`config.mk`:
```
export PLATFORM = sky130hd
export DESIGN_NAME = wb_interconnect_arb_flat
export DESIGN_NICKNAME = d
export VERILOG_FILES = /design/src/rtl/wb_interconnect_arb_if.sv /design/src/rtl/wb_interconnect_arb.sv /design/src/flat_wrapper.sv
export SDC_FILE = /design/constraint.sdc
export NUM_CORES = 1
export LEC_CHECK = 0
export CAP_MARGIN = 10
export CORE_AREA = 2 2 126 128
export DETAILED_ROUTE_END_ITERATION = 8
export DIE_AREA = 0 0 128 130
export GPL_TIMING_DRIVEN = 0
export PLACE_DENSITY = 0.55
export SYNTH_ARGS = -nofsm -noshare
export SYNTH_HDL_FRONTEND = slang
export SYNTH_SLANG_ARGS = --single-unit
```
`constraint.sdc`:
```
create_clock -name clk -period 9.05 [get_ports clk]
set_input_delay 1.81 -clock clk [delete_from_list [all_inputs] [get_ports clk]]
set_output_delay 1.81 -clock clk [all_outputs]
set_load 0.02 [all_outputs]
```
`src/rtl/wb_interconnect_arb_if.sv`:
```
// Wishbone pipelined bundle between NM masters, the interconnect and NS slaves.
// The slave modport is the interconnect's view; the master modport is the view
// of the surrounding agents (the bus masters and the addressed slaves).
interface wb_interconnect_arb_if #(
  parameter int NM = 2,
  parameter int NS = 2,
  parameter int AW = 32,
  parameter int DW = 32
);
  logic [NM-1:0]        m_cyc;
  logic [NM-1:0]        m_stb;
  logic [NM-1:0]        m_we;
  logic [NM*DW/8-1:0]   m_sel;
  logic [NM*AW-1:0]     m_adr;
  logic [NM*DW-1:0]     m_dat_w;
  logic [DW-1:0]        m_dat_r;
  logic [NM-1:0]        m_ack;
  logic [NM-1:0]        m_err;
  logic [NM-1:0]        m_stall;

  logic [NS-1:0]        s_cyc;
  logic [NS-1:0]        s_stb;
  logic                 s_we;
  logic [DW/8-1:0]      s_sel;
  logic [AW-1:0]        s_adr;
  logic [DW-1:0]        s_dat_w;
  logic [NS*DW-1:0]     s_dat_r;
  logic [NS-1:0]        s_ack;
  logic [NS-1:0]        s_err;
  logic [NS-1:0]        s_stall;

  logic [NM-1:0]        grant;

  modport slave (
    input  m_cyc, m_stb, m_we, m_sel, m_adr, m_dat_w,
    output m_dat_r, m_ack, m_err, m_stall,
    output s_cyc, s_stb, s_we, s_sel, s_adr, s_dat_w,
    input  s_dat_r, s_ack, s_err, s_stall,
    output grant
  );

  modport master (
    output m_cyc, m_stb, m_we, m_sel, m_adr, m_dat_w,
    input  m_dat_r, m_ack, m_err, m_stall,
    input  s_cyc, s_stb, s_we, s_sel, s_adr, s_dat_w,
    output s_dat_r, s_ack, s_err, s_stall,
    input  grant
  );
endinterface

```
`src/rtl/wb_interconnect_arb.sv`:
```
// Shared-bus Wishbone pipelined interconnect: round-robin arbitration between
// NM masters, address decode to NS slaves, outstanding-request tracking with a
// single target at a time, internal error for unmapped addresses and a
// response timeout that aborts the owner's cycle.
module wb_interconnect_arb #(
  parameter int NM      = 2,
  parameter int NS      = 2,
  parameter int AW      = 32,
  parameter int DW      = 32,
  parameter int MAXOUT  = 4,
  parameter int TIMEOUT = 255,
  parameter logic [AW-1:0] BASE_ADDR [NS] = '{32'h0000_0000, 32'h0001_0000},
  parameter logic [AW-1:0] SIZE      [NS] = '{32'h0001_0000, 32'h0000_1000}
) (
  input  logic clk,
  input  logic rst,
  wb_interconnect_arb_if.slave bus
);

  localparam int MW = (NM > 1) ? $clog2(NM) : 1;
  localparam int SW = (NS > 1) ? $clog2(NS) : 1;
  localparam int CW = $clog2(MAXOUT + 1);
  localparam int TW = (TIMEOUT > 0) ? $clog2(TIMEOUT + 1) : 1;

  typedef enum logic [1:0] {IDLE, BUSY, ABORT} state_t;

  state_t          state, state_nx;
  logic [MW-1:0]   owner;
  logic [MW-1:0]   ptr;
  logic [MW-1:0]   win_idx;
  logic [MW-1:0]   cand;
  logic            win_vld;
  logic [CW-1:0]   out_cnt;
  logic            tgt_none;
  logic [SW-1:0]   tgt_idx;
  logic            err_pend;
  logic [TW-1:0]   tmo_cnt;

  logic            own_cyc, own_stb, own_we;
  logic [DW/8-1:0] own_sel;
  logic [AW-1:0]   own_adr;
  logic [DW-1:0]   own_dat_w;
  logic            dec_hit;
  logic [SW-1:0]   dec_idx;
  logic            full, busy_out, tgt_diff, slv_stall, own_stall;
  logic            live, accept, resp_ack, resp_err, resp, tmo_hit;

  // Address decode: {hit, index}; the downward scan lets the lowest index win on overlap.
  function automatic logic [SW:0] decode(input logic [AW-1:0] adr);
    logic [AW:0] a, lo, hi;
    logic [SW:0] r;
    r = '0;
    a = {1'b0, adr};
    for (int i = NS - 1; i >= 0; i--) begin
      lo = {1'b0, BASE_ADDR[i]};
      hi = lo + {1'b0, SIZE[i]};
      if (a >= lo && a < hi) r = {1'b1, SW'(i)};
    end
    return r;
  endfunction

  // Outstanding count update; a simultaneous accept and response cancel out.
  function automatic logic [CW-1:0] cnt_next(input logic [CW-1:0] c, input logic inc,
                                              input logic dec);
    case ({inc, dec})
      2'b10:   return c + 1'b1;
      2'b01:   return c - 1'b1;
      default: return c;
    endcase
  endfunction

  assign own_cyc   = bus.m_cyc[owner];
  assign own_stb   = bus.m_stb[owner];
  assign own_we    = bus.m_we[owner];
  assign own_sel   = bus.m_sel[owner*(DW/8) +: DW/8];
  assign own_adr   = bus.m_adr[owner*AW +: AW];
  assign own_dat_w = bus.m_dat_w[owner*DW +: DW];

  assign {dec_hit, dec_idx} = decode(own_adr);

  assign full      = (out_cnt == CW'(MAXOUT));
  assign busy_out  = (out_cnt != '0);
  // A request may only go to the target that already has requests in flight.
  assign tgt_diff  = busy_out && ((dec_hit == tgt_none) || (dec_hit && dec_idx != tgt_idx));
  assign slv_stall = dec_hit && bus.s_stall[dec_idx];
  assign own_stall = full || tgt_diff || slv_stall;
  assign live      = (state == BUSY) && own_cyc;
  assign accept    = live && own_stb && !own_stall;
  assign resp_ack  = live && busy_out && !tgt_none && bus.s_ack[tgt_idx];
  assign resp_err  = live && busy_out && (tgt_none ? err_pend : bus.s_err[tgt_idx]);
  assign resp      = resp_ack || resp_err;
  assign tmo_hit   = (TIMEOUT != 0) && live && busy_out && !resp &&
                     (tmo_cnt == TW'(TIMEOUT - 1));

  assign bus.grant = (state == IDLE) ? '0 : (NM'(1) << owner);

  // Round-robin search starting at the pointer; lower offsets from the pointer win.
  always_comb begin
    win_vld = 1'b0;
    win_idx = ptr;
    cand    = ptr;
    for (int k = NM - 1; k >= 0; k--) begin
      cand = MW'((int'(ptr) + k) % NM);
      if (bus.m_cyc[cand]) begin
        win_vld = 1'b1;
        win_idx = cand;
      end
    end
  end

  // Next state and all bus outputs; without an owner every master sees stall.
  always_comb begin
    state_nx    = state;
    bus.s_cyc   = '0;
    bus.s_stb   = '0;
    bus.s_we    = 1'b0;
    bus.s_sel   = '0;
    bus.s_adr   = '0;
    bus.s_dat_w = '0;
    bus.m_ack   = '0;
    bus.m_err   = '0;
    bus.m_stall = '1;
    bus.m_dat_r = '0;
    case (state)
      IDLE: begin
        if (win_vld) state_nx = BUSY;
      end
      BUSY: begin
        if (!own_cyc)     state_nx = IDLE;
        else if (tmo_hit) state_nx = ABORT;
        bus.s_cyc   = {NS{own_cyc}};
        bus.s_we    = own_we;
        bus.s_sel   = own_sel;
        bus.s_adr   = own_adr;
        bus.s_dat_w = own_dat_w;
        if (own_cyc && own_stb && dec_hit && !full && !tgt_diff) bus.s_stb[dec_idx] = 1'b1;
        bus.m_stall[owner] = own_stall;
        bus.m_ack[owner]   = resp_ack;
        bus.m_err[owner]   = resp_err || tmo_hit;
        if (resp && !tgt_none) bus.m_dat_r = bus.s_dat_r[tgt_idx*DW +: DW];
      end
      ABORT: begin
        if (!own_cyc) state_nx = IDLE;
      end
      default: state_nx = IDLE;
    endcase
  end

  // State, ownership and request tracking; anything in flight is dropped outside BUSY.
  always_ff @(posedge clk) begin
    if (rst) begin
      state    <= IDLE;
      owner    <= '0;
      ptr      <= '0;
      out_cnt  <= '0;
      tgt_none <= 1'b1;
      tgt_idx  <= '0;
      err_pend <= 1'b0;
      tmo_cnt  <= '0;
    end else begin
      state <= state_nx;
      if (state == IDLE && win_vld) begin
        owner <= win_idx;
        ptr   <= (win_idx == MW'(NM - 1)) ? '0 : win_idx + 1'b1;
      end
      if (state != BUSY || !own_cyc || tmo_hit) begin
        out_cnt  <= '0;
        tgt_none <= 1'b1;
        err_pend <= 1'b0;
        tmo_cnt  <= '0;
      end else begin
        out_cnt <= cnt_next(out_cnt, accept, resp);
        if (accept) begin
          tgt_none <= !dec_hit;
          tgt_idx  <= dec_idx;
        end
        err_pend <= accept && !dec_hit;
        tmo_cnt  <= (resp || !busy_out) ? '0 : tmo_cnt + 1'b1;
      end
    end
  end

endmodule

```
`src/flat_wrapper.sv`:
```
// flat-port wrapper written by rule: the top's interface ports become plain ports
module wb_interconnect_arb_flat 
#(
  parameter int NM      = 2,
  parameter int NS      = 2,
  parameter int AW      = 32,
  parameter int DW      = 32,
  parameter int MAXOUT  = 4,
  parameter int TIMEOUT = 255,
  parameter logic [AW-1:0] BASE_ADDR [NS] = '{32'h0000_0000, 32'h0001_0000},
  parameter logic [AW-1:0] SIZE      [NS] = '{32'h0001_0000, 32'h0000_1000}
)
  (clk, rst, bus_m_cyc, bus_m_stb, bus_m_we, bus_m_sel, bus_m_adr, bus_m_dat_w, bus_m_dat_r, bus_m_ack, bus_m_err, bus_m_stall, bus_s_cyc, bus_s_stb, bus_s_we, bus_s_sel, bus_s_adr, bus_s_dat_w, bus_s_dat_r, bus_s_ack, bus_s_err, bus_s_stall, bus_grant);
  wb_interconnect_arb_if #(.NM(NM), .NS(NS), .AW(AW), .DW(DW)) bus_i ();
  input  logic clk;
  input  logic rst;
  input wire logic [$bits(bus_i.m_cyc)-1:0] bus_m_cyc;
  input wire logic [$bits(bus_i.m_stb)-1:0] bus_m_stb;
  input wire logic [$bits(bus_i.m_we)-1:0] bus_m_we;
  input wire logic [$bits(bus_i.m_sel)-1:0] bus_m_sel;
  input wire logic [$bits(bus_i.m_adr)-1:0] bus_m_adr;
  input wire logic [$bits(bus_i.m_dat_w)-1:0] bus_m_dat_w;
  output wire logic [$bits(bus_i.m_dat_r)-1:0] bus_m_dat_r;
  output wire logic [$bits(bus_i.m_ack)-1:0] bus_m_ack;
  output wire logic [$bits(bus_i.m_err)-1:0] bus_m_err;
  output wire logic [$bits(bus_i.m_stall)-1:0] bus_m_stall;
  output wire logic [$bits(bus_i.s_cyc)-1:0] bus_s_cyc;
  output wire logic [$bits(bus_i.s_stb)-1:0] bus_s_stb;
  output wire logic [$bits(bus_i.s_we)-1:0] bus_s_we;
  output wire logic [$bits(bus_i.s_sel)-1:0] bus_s_sel;
  output wire logic [$bits(bus_i.s_adr)-1:0] bus_s_adr;
  output wire logic [$bits(bus_i.s_dat_w)-1:0] bus_s_dat_w;
  input wire logic [$bits(bus_i.s_dat_r)-1:0] bus_s_dat_r;
  input wire logic [$bits(bus_i.s_ack)-1:0] bus_s_ack;
  input wire logic [$bits(bus_i.s_err)-1:0] bus_s_err;
  input wire logic [$bits(bus_i.s_stall)-1:0] bus_s_stall;
  output wire logic [$bits(bus_i.grant)-1:0] bus_grant;
  assign bus_i.m_cyc = bus_m_cyc;
  assign bus_i.m_stb = bus_m_stb;
  assign bus_i.m_we = bus_m_we;
  assign bus_i.m_sel = bus_m_sel;
  assign bus_i.m_adr = bus_m_adr;
  assign bus_i.m_dat_w = bus_m_dat_w;
  assign bus_m_dat_r = bus_i.m_dat_r;
  assign bus_m_ack = bus_i.m_ack;
  assign bus_m_err = bus_i.m_err;
  assign bus_m_stall = bus_i.m_stall;
  assign bus_s_cyc = bus_i.s_cyc;
  assign bus_s_stb = bus_i.s_stb;
  assign bus_s_we = bus_i.s_we;
  assign bus_s_sel = bus_i.s_sel;
  assign bus_s_adr = bus_i.s_adr;
  assign bus_s_dat_w = bus_i.s_dat_w;
  assign bus_i.s_dat_r = bus_s_dat_r;
  assign bus_i.s_ack = bus_s_ack;
  assign bus_i.s_err = bus_s_err;
  assign bus_i.s_stall = bus_s_stall;
  assign bus_grant = bus_i.grant;
  wb_interconnect_arb #(.NM(NM), .NS(NS), .AW(AW), .DW(DW), .MAXOUT(MAXOUT), .TIMEOUT(TIMEOUT), .BASE_ADDR(BASE_ADDR), .SIZE(SIZE)) u_core (.clk(clk), .rst(rst), .bus(bus_i));
endmodule
```
==> metrics.txt, run 1 <==
final std cell area, no fill 6400 µm²; placement-stage cell area 6310 µm²; worst min-delay path class reg2reg; router iterations before antenna repair 4; detailed router's first-iteration violation count 101; pin count of the biggest net entering global routing 11; weighted congestion reported at the end of routability-driven placement 0.799; Top Ports 327; maximum fanout along the worst path 4; transition time at the pin with the least slew margin 727 ps; portion of the post-synthesis area used by sequential elements 12.9%; clock tree from TritonCTS built; Max-Cap Viols 0; y dimension of the die 130 µm; synthesized flop and latch total 18; most repeated cell in the gate-level netlist after synthesis sky130_fd_sc_hd__nor2_1; worst-skew pair later-pin latency 250 ps; number of remaining DRC errors 0; share of cells above drive strength 1 4.31%; flip-flop cell with the highest count after synthesis sky130_fd_sc_hd__dfxtp_1; area of the placeable core 15400 µm²; run status complete, no violations; setup total negative slack 0 ps; maximum operating frequency 156 MHz; power density relative to cell area 69.6 nW/µm²; fraction of the core area covered by cells at the end of the flow 41.5%; FILL cells 1622; period utilisation layout 70.8%; all-layer global routing usage 16.0%; antenna violations before repair 0; number of hold buffers added after CTS 0; count of cells resized by post-cts repair 0; critical path class in2out; vias in the first global route 3940; CP Data Required Time 7240 ps; CTS max path bufs 2; synthesized net count 608; library cell occupying the most area in the post-synthesis netlist sky130_fd_sc_hd__mux2i_1; area grow syn2layout 128%; number of port buffers 326; first-pass GRT wire length 21.1 mm; Post-Synthesis Cells 390; area taken by flip-flops and latches 360 µm²; endpoint type of the worst setup path output port; H-tree depth reported by CTS 1; setup bufs post-CTS 0; die area 16600 µm²; summed instance area of the synthesized netlist 2800 µm²; count of synthesis-stage warnings from yosys 0; Routed wire per std cell 16.6 µm; area of combinational cells with multiple inputs 2270 µm²; min cycle time layout 6410 ps; final-report hold violation count 0; number of sinks handled by clock tree synthesis 18; Max Clock Skew 1.47 ps; Synth top cells by count sky130_fd_sc_hd__nor2_1 (133), sky130_fd_sc_hd__mux2i_1 (105), sky130_fd_sc_hd__dfxtp_1 (18), sky130_fd_sc_hd__nand2_1 (14), sky130_fd_sc_hd__clkbuf_1 (13); # rows 46; largest voltage drop on the vdd net 0.0551 mV; final setup violating endpoints 0; routed via count divided by cell count 4.41; async set or reset register ratio after synthesis 0%; Remaining Overflow, GRT 0; setup repair after global routing missed its margin no; Hold WS 471 ps; Relative slew margins 51.5%; HPWL reported at the end of detailed placement 13.1 mm; synth unique cells 50; die outline width 128 µm; cell leakage power 2.17 nW; number of buffers added by the clock tree synthesis step 3; Final #Nets 939; Crit path arrival time 4600 ps; clock transition time at the flip-flop clock pins of the worst setup and hold paths 50 ps; slack of the worst reg-to-reg path 5980 ps; number of enable flip-flop cells after synthesis 0; max-slew violation total from the final report 0; DRT Wirelength 15.1 mm; Synth top area share 37.5%; total number of vias 4026; Worst Setup Start Kind input port; effective utilization at floorplan 18.2%; antenna fix cells 0; number of antenna-violating nets in the routed design 0; Avg Cell Area, Syn 7.19 µm²; master cell of the clock root buffer sky130_fd_sc_hd__clkbuf_16; top cells by area, synth sky130_fd_sc_hd__mux2i_1 (37%), sky130_fd_sc_hd__nor2_1 (18%), sky130_fd_sc_hd__dfxtp_1 (13%), sky130_fd_sc_hd__nand2_1 (1.9%), sky130_fd_sc_hd__clkbuf_1 (1.7%)
## kinds of logic (layout without fill, tap and decap cells)
| group | Yosys count | in the layout | synth area share, % |
|---|---|---|---|
| and+or+nand+nor | 189 | 189 | 30.0 |
| muxes | 107 | 107 | 38.7 |
| buffers and inverters | 39 | 369 | 6.29 |
| AOI/OAI and AO/OA | 24 | 24 | 7.27 |
| DFF | 18 | 18 | 12.9 |
| xor gates and xnor gates | 9 | 9 | 2.81 |
| adders and majority gates | 4 | 4 | 2.05 |
## through the flow
step / total power [mW] / std cells / setup WS [ps]
floorplan: 0.185 / 390 / 3900
global placement: 0.347 / 908 / 2730
detailed placement: 0.350 / 908 / 2710
CTS: 0.451 / 912 / 2710
global route: 0.466 / 912 / 2480
finish: 0.445 / 912 / 2640
## critical path: stages
cell and delay (ps):
sky130_fd_sc_hd__clkdlybuf4s50_1 430, sky130_fd_sc_hd__or4_1 620, sky130_fd_sc_hd__o32ai_1 530, sky130_fd_sc_hd__a21oi_1 100, sky130_fd_sc_hd__o221ai_1 220, sky130_fd_sc_hd__nand2_1 130, sky130_fd_sc_hd__nand4_1 120, sky130_fd_sc_hd__clkdlybuf4s50_1 620
## report_power, final
| part | leakage, nW | switching (mW) | internal (mW) |
|---|---|---|---|
| sequential | 0.146 | 0.000849 | 0.0805 |
| clock | 0.0442 | 0.0302 | 0.0673 |
| combinational | 1.98 | 0.112 | 0.155 |
## layout make-up
class / instances / share of cell area, %
plain buffers: 30 / 2.23
clock buffers: 4 / 1.39
inverters: 9 / 0.528
multi-input cells: 333 / 35.4
flip-flops and latches: 18 / 5.63
well taps: 192 / 3.76
repair buffers: 326 / 51.0
## layout by cell type (no fill, tap or decap), types with 2 or more instances in the layout
cell                              Yosys  layout
sky130_fd_sc_hd__buf_2                8       8
sky130_fd_sc_hd__or3_4                2       2
sky130_fd_sc_hd__clkbuf_16            0       3
sky130_fd_sc_hd__nor3_1               8       8
sky130_fd_sc_hd__or2_2                2       2
sky130_fd_sc_hd__nor2_1             133     133
sky130_fd_sc_hd__or4_1                3       3
sky130_fd_sc_hd__ha_1                 3       3
sky130_fd_sc_hd__nand4_1              2       2
sky130_fd_sc_hd__nand2b_1             2       2
sky130_fd_sc_hd__mux2i_1            105     105
sky130_fd_sc_hd__xnor2_1              4       4
sky130_fd_sc_hd__clkbuf_1            13      13
sky130_fd_sc_hd__dfxtp_1             18      18
sky130_fd_sc_hd__buf_4                3       3
sky130_fd_sc_hd__and4_1               2       2
sky130_fd_sc_hd__buf_1                4       4
sky130_fd_sc_hd__xor2_1               5       5
sky130_fd_sc_hd__nand3_1              6       6
sky130_fd_sc_hd__nor2b_1              2       2
sky130_fd_sc_hd__nand2_1             14      14
sky130_fd_sc_hd__clkdlybuf4s50_1      0     326
sky130_fd_sc_hd__inv_1                9       9
sky130_fd_sc_hd__a21oi_1              9       9
sky130_fd_sc_hd__nor4_1               6       6
## state kept, by name, summed over array words and instances, names as in the netlist
signal and cells:
u_core.state 2, u_core.out_cnt 3, u_core.err_pend 1, u_core.ptr 1, u_core.tgt_none 1, u_core.owner 1, u_core.tmo_cnt 8, u_core.tgt_idx 1
## worst paths after layout
| path | from | end | cells after the start |
|---|---|---|---|
| max | bus_m_adr[12] | bus_m_stall[1] | 8 |
| min | u_core.tmo_cnt[0]$_SDFF_PP0_ | u_core.tmo_cnt[0]$_SDFF_PP0_ | 1 |
| max reg2reg | u_core.owner$_SDFFE_PP0P_ | u_core.out_cnt[2]$_SDFFE_PP0P_ | 13 |
| min reg2reg | u_core.tmo_cnt[0]$_SDFF_PP0_ | u_core.tmo_cnt[0]$_SDFF_PP0_ | 1 |
## layer usage
layer / GRT usage, % / part of all wire, % / up-vias / wire [µm]
met3: 3.28 / 7.6 / 7 / 1150
li1: - / - / 2014 / -
met1: 18.6 / 40 / 1834 / 6000
met2: 31.2 / 52 / 171 / 7900
met5: 0 / 0 / - / 0
met4: 1.94 / 0.65 / 0 / 99
Note: power is estimated with default switching activity, not from simulation.
==> run 2: changes to the inputs <==
Settings changed: CORE_AREA 2 2 126 128 to 2 2 127 129, DIE_AREA 0 0 128 130 to 0 0 129 131, PLACE_DENSITY 0.55 to 0.54.
Clock period 9.05 ns to 6.1 ns, I/O delays scaled along.
==> metrics.txt, run 2 (synthesis gave the netlist of run 1 again) <==
maximum fanout along the worst path 4 (unchanged); maximum operating frequency 197 MHz; area grow syn2layout 129%; die outline width 129 µm (+0.78%); Hold WS 465 ps (-5.86 ps); number of antenna-violating nets in the routed design 0 (unchanged); final std cell area, no fill 6430 µm² (+0.47%); number of sinks handled by clock tree synthesis 18 (unchanged); period utilisation layout 83.4%; placement-stage cell area 6340 µm² (+0.48%); CTS max path bufs 2 (unchanged); detailed router's first-iteration violation count 83 (-18%); endpoint of the lowest-slack register-to-register path u_core.out_cnt[2]$_SDFFE_PP0P_; Crit path arrival time 3870 ps (-730 ps); number of remaining DRC errors 0 (unchanged); Critical path origin bus_m_adr[12]; final-report hold violation count 0 (unchanged); start of the worst register-to-register path u_core.owner$_SDFFE_PP0P_; power density relative to cell area 103 nW/µm² (+47%); die area 16900 µm² (+1.6%); antenna fix cells 0 (unchanged); master cell of the clock root buffer sky130_fd_sc_hd__clkbuf_16; Final #Nets 939 (unchanged); worst-skew pair later-pin latency 250 ps (about the same); most flop-heavy register u_core.tmo_cnt; slack of the worst reg-to-reg path 3030 ps (-2950 ps); number of buffers added by the clock tree synthesis step 3 (unchanged); weighted congestion reported at the end of routability-driven placement 0.845 (+5.7%); critical path class in2out; Remaining Overflow, GRT 0 (unchanged); pin count of the biggest net entering global routing 11 (unchanged); Total Power 0.660 mW (+48%); Relative slew margins 48.7% (-2.8 points); setup total negative slack 0 ps (unchanged); worst min-delay path class reg2reg; routed via count divided by cell count 4.24 (-4.1%); share of cells above drive strength 1 4.31% (unchanged); Routed wire per std cell 16.7 µm (+0.34%); clock transition time at the flip-flop clock pins of the worst setup and hold paths 50 ps (about the same); Top Ports 327 (unchanged); max-slew violation total from the final report 0 (unchanged); worst setup path endpoint bus_m_stall[1]; setup bufs post-CTS 0 (unchanged); final setup violating endpoints 0 (unchanged); leading cell types in the layout, fill and taps excluded sky130_fd_sc_hd__clkdlybuf4s50_1 (326), sky130_fd_sc_hd__nor2_1 (133), sky130_fd_sc_hd__mux2i_1 (105); area of the placeable core 15600 µm² (+1.1%); Worst Setup Start Kind input port; registers with the most flip-flops u_core.tmo_cnt x8, u_core.out_cnt x3, u_core.state x2; HPWL reported at the end of detailed placement 13.5 mm (+3.0%); antenna violations before repair 0 (unchanged); H-tree depth reported by CTS 1 (unchanged); Max-Cap Viols 0 (unchanged); clock tree from TritonCTS built; count of cells resized by post-cts repair 0 (unchanged); vias in the first global route 3997 (+1.4%); endpoint type of the worst setup path output port; final critical-path setup slack 1010 ps (-1630 ps); post-place setup slack 989 ps (-1720 ps); run status complete, no violations; y dimension of the die 131 µm (+0.77%); total number of vias 3964 (-1.5%); first-pass GRT wire length 21.8 mm (+3.3%); largest voltage drop on the vdd net 0.0809 mV (+47%); min cycle time layout 5090 ps; all-layer global routing usage 16.4% (+0.34 points); most common cell after layout, fill and taps aside sky130_fd_sc_hd__clkdlybuf4s50_1; # rows 46 (unchanged); cell leakage power 2.17 nW (unchanged); CP Data Required Time 4880 ps (-2360 ps); Largest register FFs 8 (unchanged); number of port buffers 326 (unchanged); effective utilization at floorplan 18.0% (-0.20 points); number of cells traversed by the worst register-to-register path 13 (unchanged); Max Clock Skew 3.09 ps (+1.62 ps); setup repair after global routing missed its margin no; transition time at the pin with the least slew margin 769 ps (+41.4 ps); router iterations before antenna repair 4 (unchanged); number of hold buffers added after CTS 0 (unchanged); DRT Wirelength 15.6 mm (+3.0%)
run 2: cell counts in the layout (fill, tap and decap cells not counted):
Identical to the previous run, type by type.
run 2: area by class of cell:
cell class	count	area (µm²)
plain buffers	30	143
repair buffers	326	3260
well taps	216	270
flip-flops and latches	18	360
multi-input cells	333	2270
fillers	1628	9170
clock buffers	4	88.8
inverters	9	33.8
run 2: through the flow:
| stage | cells | util [%] |
|---|---|---|
| after floorplan | 390 | - |
| after global placement | 932 | 40.6 |
| after detailed placement | 932 | 40.6 |
| after CTS | 936 | 41.2 |
| after global routing | 936 | 41.2 |
| final | 936 | 41.2 |
run 2: worst min-delay path by stage:
stage | start | to | slack, ps | depth (start not counted)
after floorplan | u_core.tmo_cnt[0]$_SDFF_PP0_ | u_core.tmo_cnt[0]$_SDFF_PP0_ | 430 | 1
after global placement | u_core.tmo_cnt[0]$_SDFF_PP0_ | u_core.tmo_cnt[0]$_SDFF_PP0_ | 440 | 1
after detailed placement | u_core.tmo_cnt[0]$_SDFF_PP0_ | u_core.tmo_cnt[0]$_SDFF_PP0_ | 450 | 1
after CTS | u_core.tmo_cnt[0]$_SDFF_PP0_ | u_core.tmo_cnt[0]$_SDFF_PP0_ | 460 | 1
after global routing | u_core.tmo_cnt[0]$_SDFF_PP0_ | u_core.tmo_cnt[0]$_SDFF_PP0_ | 520 | 1
final | u_core.tmo_cnt[0]$_SDFF_PP0_ | u_core.tmo_cnt[0]$_SDFF_PP0_ | 470 | 1
run 2: layer usage:
layer	global-route usage [%]	share of wire, %
met5	0	0
met4	1.02	0.37
met3	2.65	6.7
met2	32.4	53
met1	19.3	40
run 2: critical path, stage by stage:
cell                              delay [ps]
sky130_fd_sc_hd__clkdlybuf4s50_1         420
sky130_fd_sc_hd__or4_1                   590
sky130_fd_sc_hd__o32ai_1                 510
sky130_fd_sc_hd__a21oi_1                  80
sky130_fd_sc_hd__o221ai_1                200
sky130_fd_sc_hd__nand2_1                 110
sky130_fd_sc_hd__nand4_1                 130
sky130_fd_sc_hd__clkdlybuf4s50_1         610
run 2: where the power goes:
group / switching [mW] / internal [mW] / leakage, nW
clock network: 0.0437 / 0.0997 / 0.0442
logic: 0.166 / 0.230 / 1.98
registers: 0.00119 / 0.119 / 0.146
total: 0.211 / 0.449 / 2.17
